File: config.mk
export PLATFORM = sky130hd
export DESIGN_NAME = divider_seq
export DESIGN_NICKNAME = d
export VERILOG_FILES = /design/src/rtl/divider_seq.sv
export SDC_FILE = /design/constraint.sdc
export NUM_CORES = 1
export LEC_CHECK = 0
export CORE_MARGIN = 4
export CORE_UTILIZATION = 38
export CTS_BUF_LIST = sky130_fd_sc_hd__clkbuf_4
export CTS_CLUSTER_SIZE = 20
export DETAILED_ROUTE_END_ITERATION = 12
export HOLD_SLACK_MARGIN = 0.15
export PLACE_DENSITY = 0.63
export SYNTH_ARGS = -nofsm -noshare
export SYNTH_HDL_FRONTEND = slang
export SYNTH_SLANG_ARGS = --single-unit
File: constraint.sdc
create_clock -name clk -period 9.65 [get_ports clk]
set_input_delay 1.93 -clock clk [delete_from_list [all_inputs] [get_ports clk]]
set_output_delay 1.93 -clock clk [all_outputs]
set_load 0.01 [all_outputs]
File: src/rtl/divider_seq.sv
// divider_seq: multi-cycle restoring divider with channel select and
// unsigned/signed modes. It produces one quotient bit per enabled clock,
// uses a start/ready handshake and flags division by zero.
//
// state  | meaning
// -------+-------------------------------------------------------------
// S_IDLE | waiting for start; the last result is held on the outputs
// S_CALC | one restoring step per enabled edge, WIDTH steps in total
// S_DONE | sign fix-up and result write. A zero divisor spends one extra
//        | edge here, so the start-to-ready latency is two edges.
module divider_seq #(
  parameter  int WIDTH    = 16,
  parameter  int CHANNELS = 2,
  localparam int SEL_W    = (CHANNELS > 1) ? $clog2(CHANNELS) : 1
) (
  input  logic                      clk,
  input  logic                      rst,
  input  logic                      en,
  input  logic                      start,
  input  logic [SEL_W-1:0]          sel,
  input  logic                      signed_mode,
  input  logic [CHANNELS*WIDTH-1:0] dividend_bus,
  input  logic [CHANNELS*WIDTH-1:0] divisor_bus,
  output logic [WIDTH-1:0]          quotient,
  output logic [WIDTH-1:0]          remainder,
  output logic                      busy,
  output logic                      ready,
  output logic                      div_by_zero
);

  localparam int CNT_W = (WIDTH > 2) ? $clog2(WIDTH) : 1;

  typedef enum logic [1:0] {
    S_IDLE = 2'd0,
    S_CALC = 2'd1,
    S_DONE = 2'd2
  } state_t;

  state_t r_state;
  state_t w_state_nxt;

  logic [WIDTH-1:0] r_a;
  logic [WIDTH-1:0] r_b;
  logic [WIDTH-1:0] r_p;
  logic [CNT_W-1:0] r_cnt;
  logic             r_neg_q;
  logic             r_neg_r;
  logic             r_zero;
  logic             r_hold;
  logic [WIDTH-1:0] r_quotient;
  logic [WIDTH-1:0] r_remainder;
  logic             r_busy;
  logic             r_ready;
  logic             r_dbz;

  logic [WIDTH-1:0] w_dvd_sel;
  logic [WIDTH-1:0] w_dvs_sel;
  logic             w_dvd_neg;
  logic             w_dvs_neg;
  logic [WIDTH-1:0] w_dvd_abs;
  logic [WIDTH-1:0] w_dvs_abs;
  logic             w_dvs_zero;
  logic [WIDTH:0]   w_p_sh;
  logic [WIDTH:0]   w_trial;
  logic             w_trial_ok;
  logic             w_cnt_last;

  // Channel mux; an out-of-range select falls back to channel 0.
  always_comb begin
    w_dvd_sel = dividend_bus[WIDTH-1:0];
    w_dvs_sel = divisor_bus[WIDTH-1:0];
    for (int k = 1; k < CHANNELS; k++) begin
      if (sel == SEL_W'(k)) begin
        w_dvd_sel = dividend_bus[k*WIDTH +: WIDTH];
        w_dvs_sel = divisor_bus[k*WIDTH +: WIDTH];
      end
    end
  end

  // Operand magnitudes. The sign flags are zero in unsigned mode, so the
  // fix-up in S_DONE needs no separate mode check. |MIN| wraps to MIN,
  // which is the correct unsigned magnitude.
  assign w_dvd_neg  = signed_mode & w_dvd_sel[WIDTH-1];
  assign w_dvs_neg  = signed_mode & w_dvs_sel[WIDTH-1];
  assign w_dvd_abs  = w_dvd_neg ? (~w_dvd_sel + 1'b1) : w_dvd_sel;
  assign w_dvs_abs  = w_dvs_neg ? (~w_dvs_sel + 1'b1) : w_dvs_sel;
  assign w_dvs_zero = (w_dvs_sel == '0);

  // One restoring step. P is always below B, which fits in WIDTH bits, so
  // the shifted P needs WIDTH+1 bits. The trial result then always fits a
  // WIDTH+1-bit signed value, and its top bit is the sign.
  assign w_p_sh     = {r_p, r_a[WIDTH-1]};
  assign w_trial    = w_p_sh - {1'b0, r_b};
  assign w_trial_ok = ~w_trial[WIDTH];
  assign w_cnt_last = (r_cnt == CNT_W'(WIDTH - 1));

  // State register.
  always_ff @(posedge clk) begin
    if (rst) begin
      r_state <= S_IDLE;
    end else begin
      r_state <= w_state_nxt;
    end
  end

  // Next-state logic. It only advances on enabled edges.
  always_comb begin
    w_state_nxt = r_state;
    if (en) begin
      case (r_state)
        S_IDLE: begin
          if (start) begin
            w_state_nxt = w_dvs_zero ? S_DONE : S_CALC;
          end
        end
        S_CALC: begin
          if (w_cnt_last) begin
            w_state_nxt = S_DONE;
          end
        end
        S_DONE: begin
          if (!r_hold) begin
            w_state_nxt = S_IDLE;
          end
        end
        default: w_state_nxt = S_IDLE;
      endcase
    end
  end

  // Datapath and registered outputs. All of it holds while en is low.
  always_ff @(posedge clk) begin
    if (rst) begin
      r_a         <= '0;
      r_b         <= '0;
      r_p         <= '0;
      r_cnt       <= '0;
      r_neg_q     <= 1'b0;
      r_neg_r     <= 1'b0;
      r_zero      <= 1'b0;
      r_hold      <= 1'b0;
      r_quotient  <= '0;
      r_remainder <= '0;
      r_busy      <= 1'b0;
      r_ready     <= 1'b0;
      r_dbz       <= 1'b0;
    end else if (en) begin
      case (r_state)
        S_IDLE: begin
          if (start) begin
            // With a zero divisor A keeps the raw dividend, which is
            // returned unchanged as the remainder.
            r_a     <= w_dvs_zero ? w_dvd_sel : w_dvd_abs;
            r_b     <= w_dvs_abs;
            r_p     <= '0;
            r_cnt   <= '0;
            r_neg_q <= w_dvd_neg ^ w_dvs_neg;
            r_neg_r <= w_dvd_neg;
            r_zero  <= w_dvs_zero;
            r_hold  <= w_dvs_zero;
            r_busy  <= 1'b1;
            r_ready <= 1'b0;
            r_dbz   <= 1'b0;
          end
        end
        S_CALC: begin
          r_p   <= w_trial_ok ? w_trial[WIDTH-1:0] : w_p_sh[WIDTH-1:0];
          r_a   <= {r_a[WIDTH-2:0], w_trial_ok};
          r_cnt <= r_cnt + 1'b1;
        end
        S_DONE: begin
          if (r_hold) begin
            r_hold <= 1'b0;
          end else begin
            if (r_zero) begin
              r_quotient  <= '1;
              r_remainder <= r_a;
              r_dbz       <= 1'b1;
            end else begin
              r_quotient  <= r_neg_q ? (~r_a + 1'b1) : r_a;
              r_remainder <= r_neg_r ? (~r_p + 1'b1) : r_p;
              r_dbz       <= 1'b0;
            end
            r_busy  <= 1'b0;
            r_ready <= 1'b1;
          end
        end
        default: begin
          r_busy <= 1'b0;
        end
      endcase
    end
  end

  assign quotient    = r_quotient;
  assign remainder   = r_remainder;
  assign busy        = r_busy;
  assign ready       = r_ready;
  assign div_by_zero = r_dbz;

endmodule

==> out/qor.yml, run 1 <==
setup_path:
  crit_arrival_ps: 4890
  start_kind: "input pin"
  rr_startpoint: "r_a[15]$_SDFFE_PP0P_"
  rrSetupSlack_ps: 6620
  path_class: "input pin to flop"
  r2r_cells: 11
  critPathMaxFanout: 66
  worstPathRequired_ps: 10030
  critical_path.endpoint_type: "flop"
  startpoint: "sel"
  timing.rr.end: "r_p[9]$_SDFFE_PP0P_"
floorplan:
  io_pins: 105
  die_y_microns: 138
  core_region_area_sq_mm: 0.0165
  initial_utilization_pct: 38.7
  num_rows: 47
  die_x_microns: 138
  die_area_sq_mm: 0.0190
routing:
  vias: 6147
  drc: 0
  wire_per_inst_microns: 15.6
  postRouteAntennaNets: 0
  routed_via_density: 5.38
  drt-total-wl_microns: 17800
  drt_iter0_drc: 452
  dr.pass1.iters: 5
power_and_ir_drop:
  p_per_area_mw_per_mm2: 140
  ir_worst_vdd_v: 0.0000648
  leakagePower_nw: 2.77
placement:
  dp_hpwl_microns: 13600
  placed_cells: 1126
  portBuffers: 104
  place.gp.congestion: 0.886
yosys:
  synth_top_family_by_area: "compound AO/OA/AOI/OAI gates"
  synth.area.mux_share_pct: 7.54
  synthSimpleGateAreaFrac_pct: 22.4
  synth-compound-area-share_pct: 22.6
  synth-seq-cells: 93
  syn_nets: 939
  synth-async-reset-ratio_pct: 0
  synthXorXnorAreaFrac_pct: 8.77
  postSynthCellCount: 847
  yosysTopAreaCell: "dfxtp_1"
  synth_area_sq_mm: 0.00639
  yosysUniqueCellTypes: 68
  synth_common_cells: "132 x nand2_1, 93 x dfxtp_1, 67 x nor2_1, 67 x o21ai_0, 59 x a21oi_1"
  yosysWarnings: 0
  yosysSeqAreaShare_pct: 29.1
  synth-edff-count: 0
  synth.area.top_cells: "dfxtp_1 29%, nand2_1 7.8%, mux2i_1 7.4%, o21ai_0 5.2%, xnor2_1 5.2%"
  avgSynthCellArea_sq_um: 7.55
  synthAdderAreaFrac_pct: 4.42
  yosysMostFrequentCell: "nand2_1"
  synth_ff_type: "dfxtp_1"
  synth.top_cell.area_share_pct: 29.1
final_layout:
  layoutNonFillerInstCount: 1142
  nets: 1009
  drive_gt1_share_pct: 4.45
  syn2layout_area_growth_pct: 19.8
clock_tree:
  clk_pin_slew_ps: 150
  clock_latency_ps: 470
  cts_hold_repair.buffers: 0
  clkSinkCount: 93
  cts_max_level: 3
  root_buffer: "clkbuf_4"
  clockBufferDepth: 2
  cts_resized: 0
  cts_made_buffers: 9
  cts_setup_buffers: 0
  cts_tree: "built"
global_routing:
  use_met3_pct: 3.21
  grt_max_degree: 70
  grt_pass1_vias: 5628
  use_met1_pct: 27.2
  met2_usage_pct: 28.6
  grt.overflow.total: 0
  grt_pass1_wl_microns: 28800
  grt_busiest_layer: "met2"
  antenna_found_initial: 1
  track_usage_pct: 19.0
timing:
  slew-limit-headroom_pct: 33.0
  finalClockSkew_ps: 13.2
  rsz0062_at_grt: "no"
  fin_tns_setup_ps: 0
  fmax_mhz: 222
  hold_viol: 0
  tightest_slew_ps: 1000
  drv_slew: 0
  finalSetupViolations: 0
  period_share_pct: 46.7
  period_minus_slack_ps: 4500
worst_hold_path:
  min-delay-start: "r_b[5]$_SDFFE_PP0P_"
  min_to: "r_b[5]$_SDFFE_PP0P_"
  min_path_type: "flop to flop"
  hold_path_depth: 2
status:
  status: "complete, no violations"
run:
  maxCapViolCount: 0
critical path, stage by stage:
cell and delay [ps]:
buf_2 70, buf_4 600, mux2i_1 360, ha_1 200
o21ai_0 230, a2111oi_4 760, or2_2 270, and2_1 120
o21ai_0 60, a32o_1 240
power by group:
group / leakage, nW / total (W) / internal, W / switching (W)
clock network: 0.0615 / 0.000197 / 0.0000628 / 0.000134
logic: 1.95 / 0.000431 / 0.000201 / 0.000230
registers: 0.754 / 0.000442 / 0.000406 / 0.0000355
total: 2.77 / 0.00107 / 0.000670 / 0.000400
area by class of cell:
| class | count | area, sq um |
|---|---|---|
| timing repair buffer | 112 | 1090 |
| antenna | 1 | 2.50 |
| sequential | 93 | 1860 |
| tap | 220 | 275 |
| clock buffer | 13 | 97.6 |
| multi-input combinational | 673 | 4210 |
| clock inverter | 2 | 11.3 |
| fill | 1727 | 8870 |
| inverter | 28 | 105 |
routing by layer:
| layer | routed length (microns) | vias up |
|---|---|---|
| met4 | 387 | 0 |
| met2 | 7370 | 186 |
| li1 | - | 3160 |
| met3 | 1150 | 22 |
| met5 | 0 | - |
| met1 | 8860 | 2779 |
metrics by stage:
stage	cell area [sq um]	utilization (%)	total power [W]	hold WS (ps)	worst slack, ps
final	7660	46.3	0.00107	462	5150
after CTS	7650	46.3	0.00107	462	5200
after global routing	7660	46.3	0.00114	479	5000
after global placement	7550	45.7	0.000875	440	4770
after detailed placement	7550	45.7	0.000879	446	4660
after floorplan	6390	-	0.000759	432	5100
worst max path at each step:
stage | to | slack (ps) | cells after the start
floorplan | r_a[9]$_SDFFE_PP0P_ | 5100 | 14
global placement | r_a[1]$_SDFFE_PP0P_ | 4770 | 10
detailed placement | r_a[1]$_SDFFE_PP0P_ | 4660 | 10
CTS | r_a[1]$_SDFFE_PP0P_ | 5200 | 10
global route | r_a[1]$_SDFFE_PP0P_ | 5000 | 10
finish | r_a[1]$_SDFFE_PP0P_ | 5150 | 10
registers in the layout, summed over array words and instances, names as in the netlist:
signal,cells
remainder,16
r_hold,1
r_neg_q,1
busy,1
r_cnt,4
ready,1
quotient,16
div_by_zero,1
r_a,16
r_zero,1
r_b,16
r_p,16
r_state,2
r_neg_r,1
layout by cell type (no fill, tap or decap), types with 10 or more instances in the layout:
cell type / synthesis / final
o221ai_1: 10 / 10
inv_1: 27 / 27
nand3_1: 11 / 11
dfxtp_1: 93 / 93
nand2_1: 132 / 132
xnor2_1: 38 / 37
o21ai_0: 67 / 67
mux2i_1: 47 / 47
a21oi_1: 59 / 59
nor3_1: 40 / 39
a211oi_1: 12 / 12
o22ai_1: 10 / 10
nor2_1: 67 / 67
clkdlybuf4s50_1: 0 / 102
nand2b_1: 12 / 12
ha_1: 21 / 21
clkbuf_4: 0 / 13
xor2_1: 26 / 26
logic make-up (layout without fill, tap and decap cells):
| logic type | count (synthesis) | after routing |
|---|---|---|
| simple gates | 313 | 313 |
| compound gates | 226 | 226 |
| flops | 93 | 93 |
| buf+inv | 81 | 155 |
| xor+xnor | 64 | 64 |
| mux | 48 | 48 |
| fa+ha+maj | 22 | 22 |
| other cells | 0 | 1 |
No activity file was read; power rests on OpenSTA's default activity.
==> run 2, diff against run 1 <==
clock period = 4.4 ns   (was 9.65 ns; I/O delays follow)
==> run 2 against run 1 <==
  * Non-clock buffer count up 3
  * Total power is 120% higher
  * Critical path depth decreased by 1
  * Utilization is 0.29 points higher
  * Via count shrank 1.5%
  * Final area rose by 0.62%
  * First-iteration DRC count down 39%
  * Die area unchanged
  * Count of clock-buffer cells in the layout is 2 lower
  * Highest routed layer unchanged
==> out/qor.yml, run 2 (synthesized netlist as in run 1, its figures left out) <==
setup_path:
  crit_arrival_ps: 3650  # was 4890 ps
  timing.rr.end: "r_p[0]$_SDFFE_PP0P_"  # was r_p[9]$_SDFFE_PP0P_
  rrSetupSlack_ps: 1410  # was 6620 ps
  path_class: "input pin to flop"  # unchanged
  rr_startpoint: "r_a[15]$_SDFFE_PP0P_"  # unchanged
  start_kind: "input pin"  # unchanged
  slowest_stage: "or4b_1"  # was a2111oi_4
  r2r_cells: 11  # unchanged
  worstPathRequired_ps: 4770  # was 10030 ps
  critPathMaxFanout: 37  # was 66
  cpPeakStageDelay_ps: 510  # was 760 ps
  critical_path.endpoint_type: "flop"  # unchanged
  crit_path_cell_trace: "buf_2 > buf_4 > or4b_1 > a222oi_1 > and3_1 > a211oi_1 > xnor2_1 > o221ai_1 > nand2_1"  # was buf_2 > buf_4 > mux2i_1 > ha_1 > o21ai_0 > a2111oi_4 > or2_2 > and2_1 > o21ai_0 > a32o_1
floorplan:
  num_rows: 47  # unchanged
  die_area_sq_mm: 0.0190  # unchanged
  die_x_microns: 138  # unchanged
  initial_utilization_pct: 38.7  # unchanged
  io_pins: 105  # unchanged
  die_y_microns: 138  # unchanged
  core_region_area_sq_mm: 0.0165  # unchanged
clock_tree:
  clockBufferDepth: 2  # unchanged
  cts_resized: 0  # unchanged
  cts_setup_buffers: 0  # unchanged
  clock_latency_ps: 460  # was 470 ps
  cts_tree: "built"  # unchanged
  cts_max_level: 3  # unchanged
  root_buffer: "clkbuf_4"  # unchanged
  cts_made_buffers: 9  # unchanged
  cts_hold_repair.buffers: 0  # unchanged
  clkSinkCount: 93  # unchanged
  clk_pin_slew_ps: 140  # was 150 ps
routing:
  wire_per_inst_microns: 15.0  # was 15.6 microns
  drt-total-wl_microns: 17200  # was 17800 microns
  routed_via_density: 5.29  # was 5.38
  vias: 6057  # was 6147
  drc: 0  # unchanged
  dr.pass1.iters: 4  # was 5
  drt_iter0_drc: 275  # was 452
  postRouteAntennaNets: 0  # unchanged
final_layout:
  drive_gt1_share_pct: 4.86  # was 4.45%
  final_common_cell: "nand2_1"  # unchanged
  nets: 1012  # was 1009
  syn2layout_area_growth_pct: 20.5  # was 19.8%
  final_cell_mix: "132 x nand2_1, 102 x clkdlybuf4s50_1, 93 x dfxtp_1, 67 x o21ai_0, 67 x nor2_1"  # unchanged
  layoutNonFillerInstCount: 1146  # was 1142
worst_hold_path:
  min-delay-start: "r_b[3]$_SDFFE_PP0P_"  # was r_b[5]$_SDFFE_PP0P_
  hold_path_depth: 2  # unchanged
  min_to: "r_b[3]$_SDFFE_PP0P_"  # was r_b[5]$_SDFFE_PP0P_
  min_path_type: "flop to flop"  # unchanged
global_routing:
  grt_pass1_wl_microns: 28400  # was 28800 microns
  grt_max_degree: 48  # was 70
  grt_pass1_vias: 5709  # was 5628
  antenna_found_initial: 1  # unchanged
  track_usage_pct: 18.5  # was 19.0%
  grt.overflow.total: 0  # unchanged
timing:
  finalClockSkew_ps: 10.8  # was 13.2 ps
  rsz0062_at_grt: "no"  # unchanged
  hold_viol: 0  # unchanged
  tightest_slew_ps: 852  # was 1000 ps
  fmax_mhz: 305
  drv_slew: 0  # unchanged
  period_minus_slack_ps: 3280
  finalSetupViolations: 0  # unchanged
  period_share_pct: 74.5
  fin_tns_setup_ps: 0  # unchanged
  slew-limit-headroom_pct: 43.0  # was 33.0%
power_and_ir_drop:
  ir_worst_vdd_v: 0.000123  # was 0.0000648 V
  leakagePower_nw: 2.80  # was 2.77 nW
  p_per_area_mw_per_mm2: 309  # was 140 mW/mm^2
  power.total_w: 0.00238  # was 0.00107 W
placement:
  dp_hpwl_microns: 13400  # was 13600 microns
  placed_cells: 1129  # was 1126
  portBuffers: 104  # unchanged
  place.gp.congestion: 0.867  # was 0.886
run:
  maxCapViolCount: 0  # unchanged
status:
  status: "complete, no violations"  # unchanged
-- run 2: routing by layer --
metal	global-route usage [%]	part of all wire, %
met1	26.5	50
met2	28.6	43
met3	2.48	5.3
met4	6.04	1.9
met5	0	0
-- run 2: final cells by class --
class                      count  area (sq um)
clock buffer                  11          82.6
inverter                      28           105
clock inverter                 5          51.3
sequential                    93          1860
timing repair buffer         115          1110
antenna                        1          2.50
tap                          220           275
multi-input combinational    673          4210
fill                        1688          8820
-- run 2: critical path: cells and delay by family --
kind                   cells  cell delay (ps)
AO/OA/AOI/OAI              3              720
XOR/XNOR                   1              170
buffers and inverters      2             1000
AND/OR/NAND/NOR            3              860
-- run 2: power breakdown --
part	switching, W	total [W]	internal, W	leakage, nW
logic	0.000501	0.000944	0.000443	1.97
registers	0.0000757	0.000967	0.000891	0.754
clock network	0.000291	0.000474	0.000183	0.0743
-- run 2: worst max-delay path by stage --
| stage | cells after the start | slack, ps | to | from |
|---|---|---|---|---|
| final | 9 | 1120 | r_a[13]$_SDFFE_PP0P_ | sel |
| after global routing | 9 | 940 | r_a[1]$_SDFFE_PP0P_ | sel |
| after CTS | 9 | 1130 | r_a[13]$_SDFFE_PP0P_ | sel |
| after detailed placement | 9 | 600 | r_a[13]$_SDFFE_PP0P_ | sel |
| after global placement | 9 | 680 | r_a[13]$_SDFFE_PP0P_ | sel |
| after floorplan | 14 | 900 | r_a[9]$_SDFFE_PP0P_ | sel |
-- run 2: metrics by stage --
step	setup slack [ps]	hold slack, ps	util, %	cell area, sq um
global route	935	478	46.6	7700
global placement	682	440	45.8	7570
CTS	1130	464	46.6	7700
finish	1120	460	46.6	7700
detailed placement	602	447	45.8	7570
floorplan	903	432	-	6390
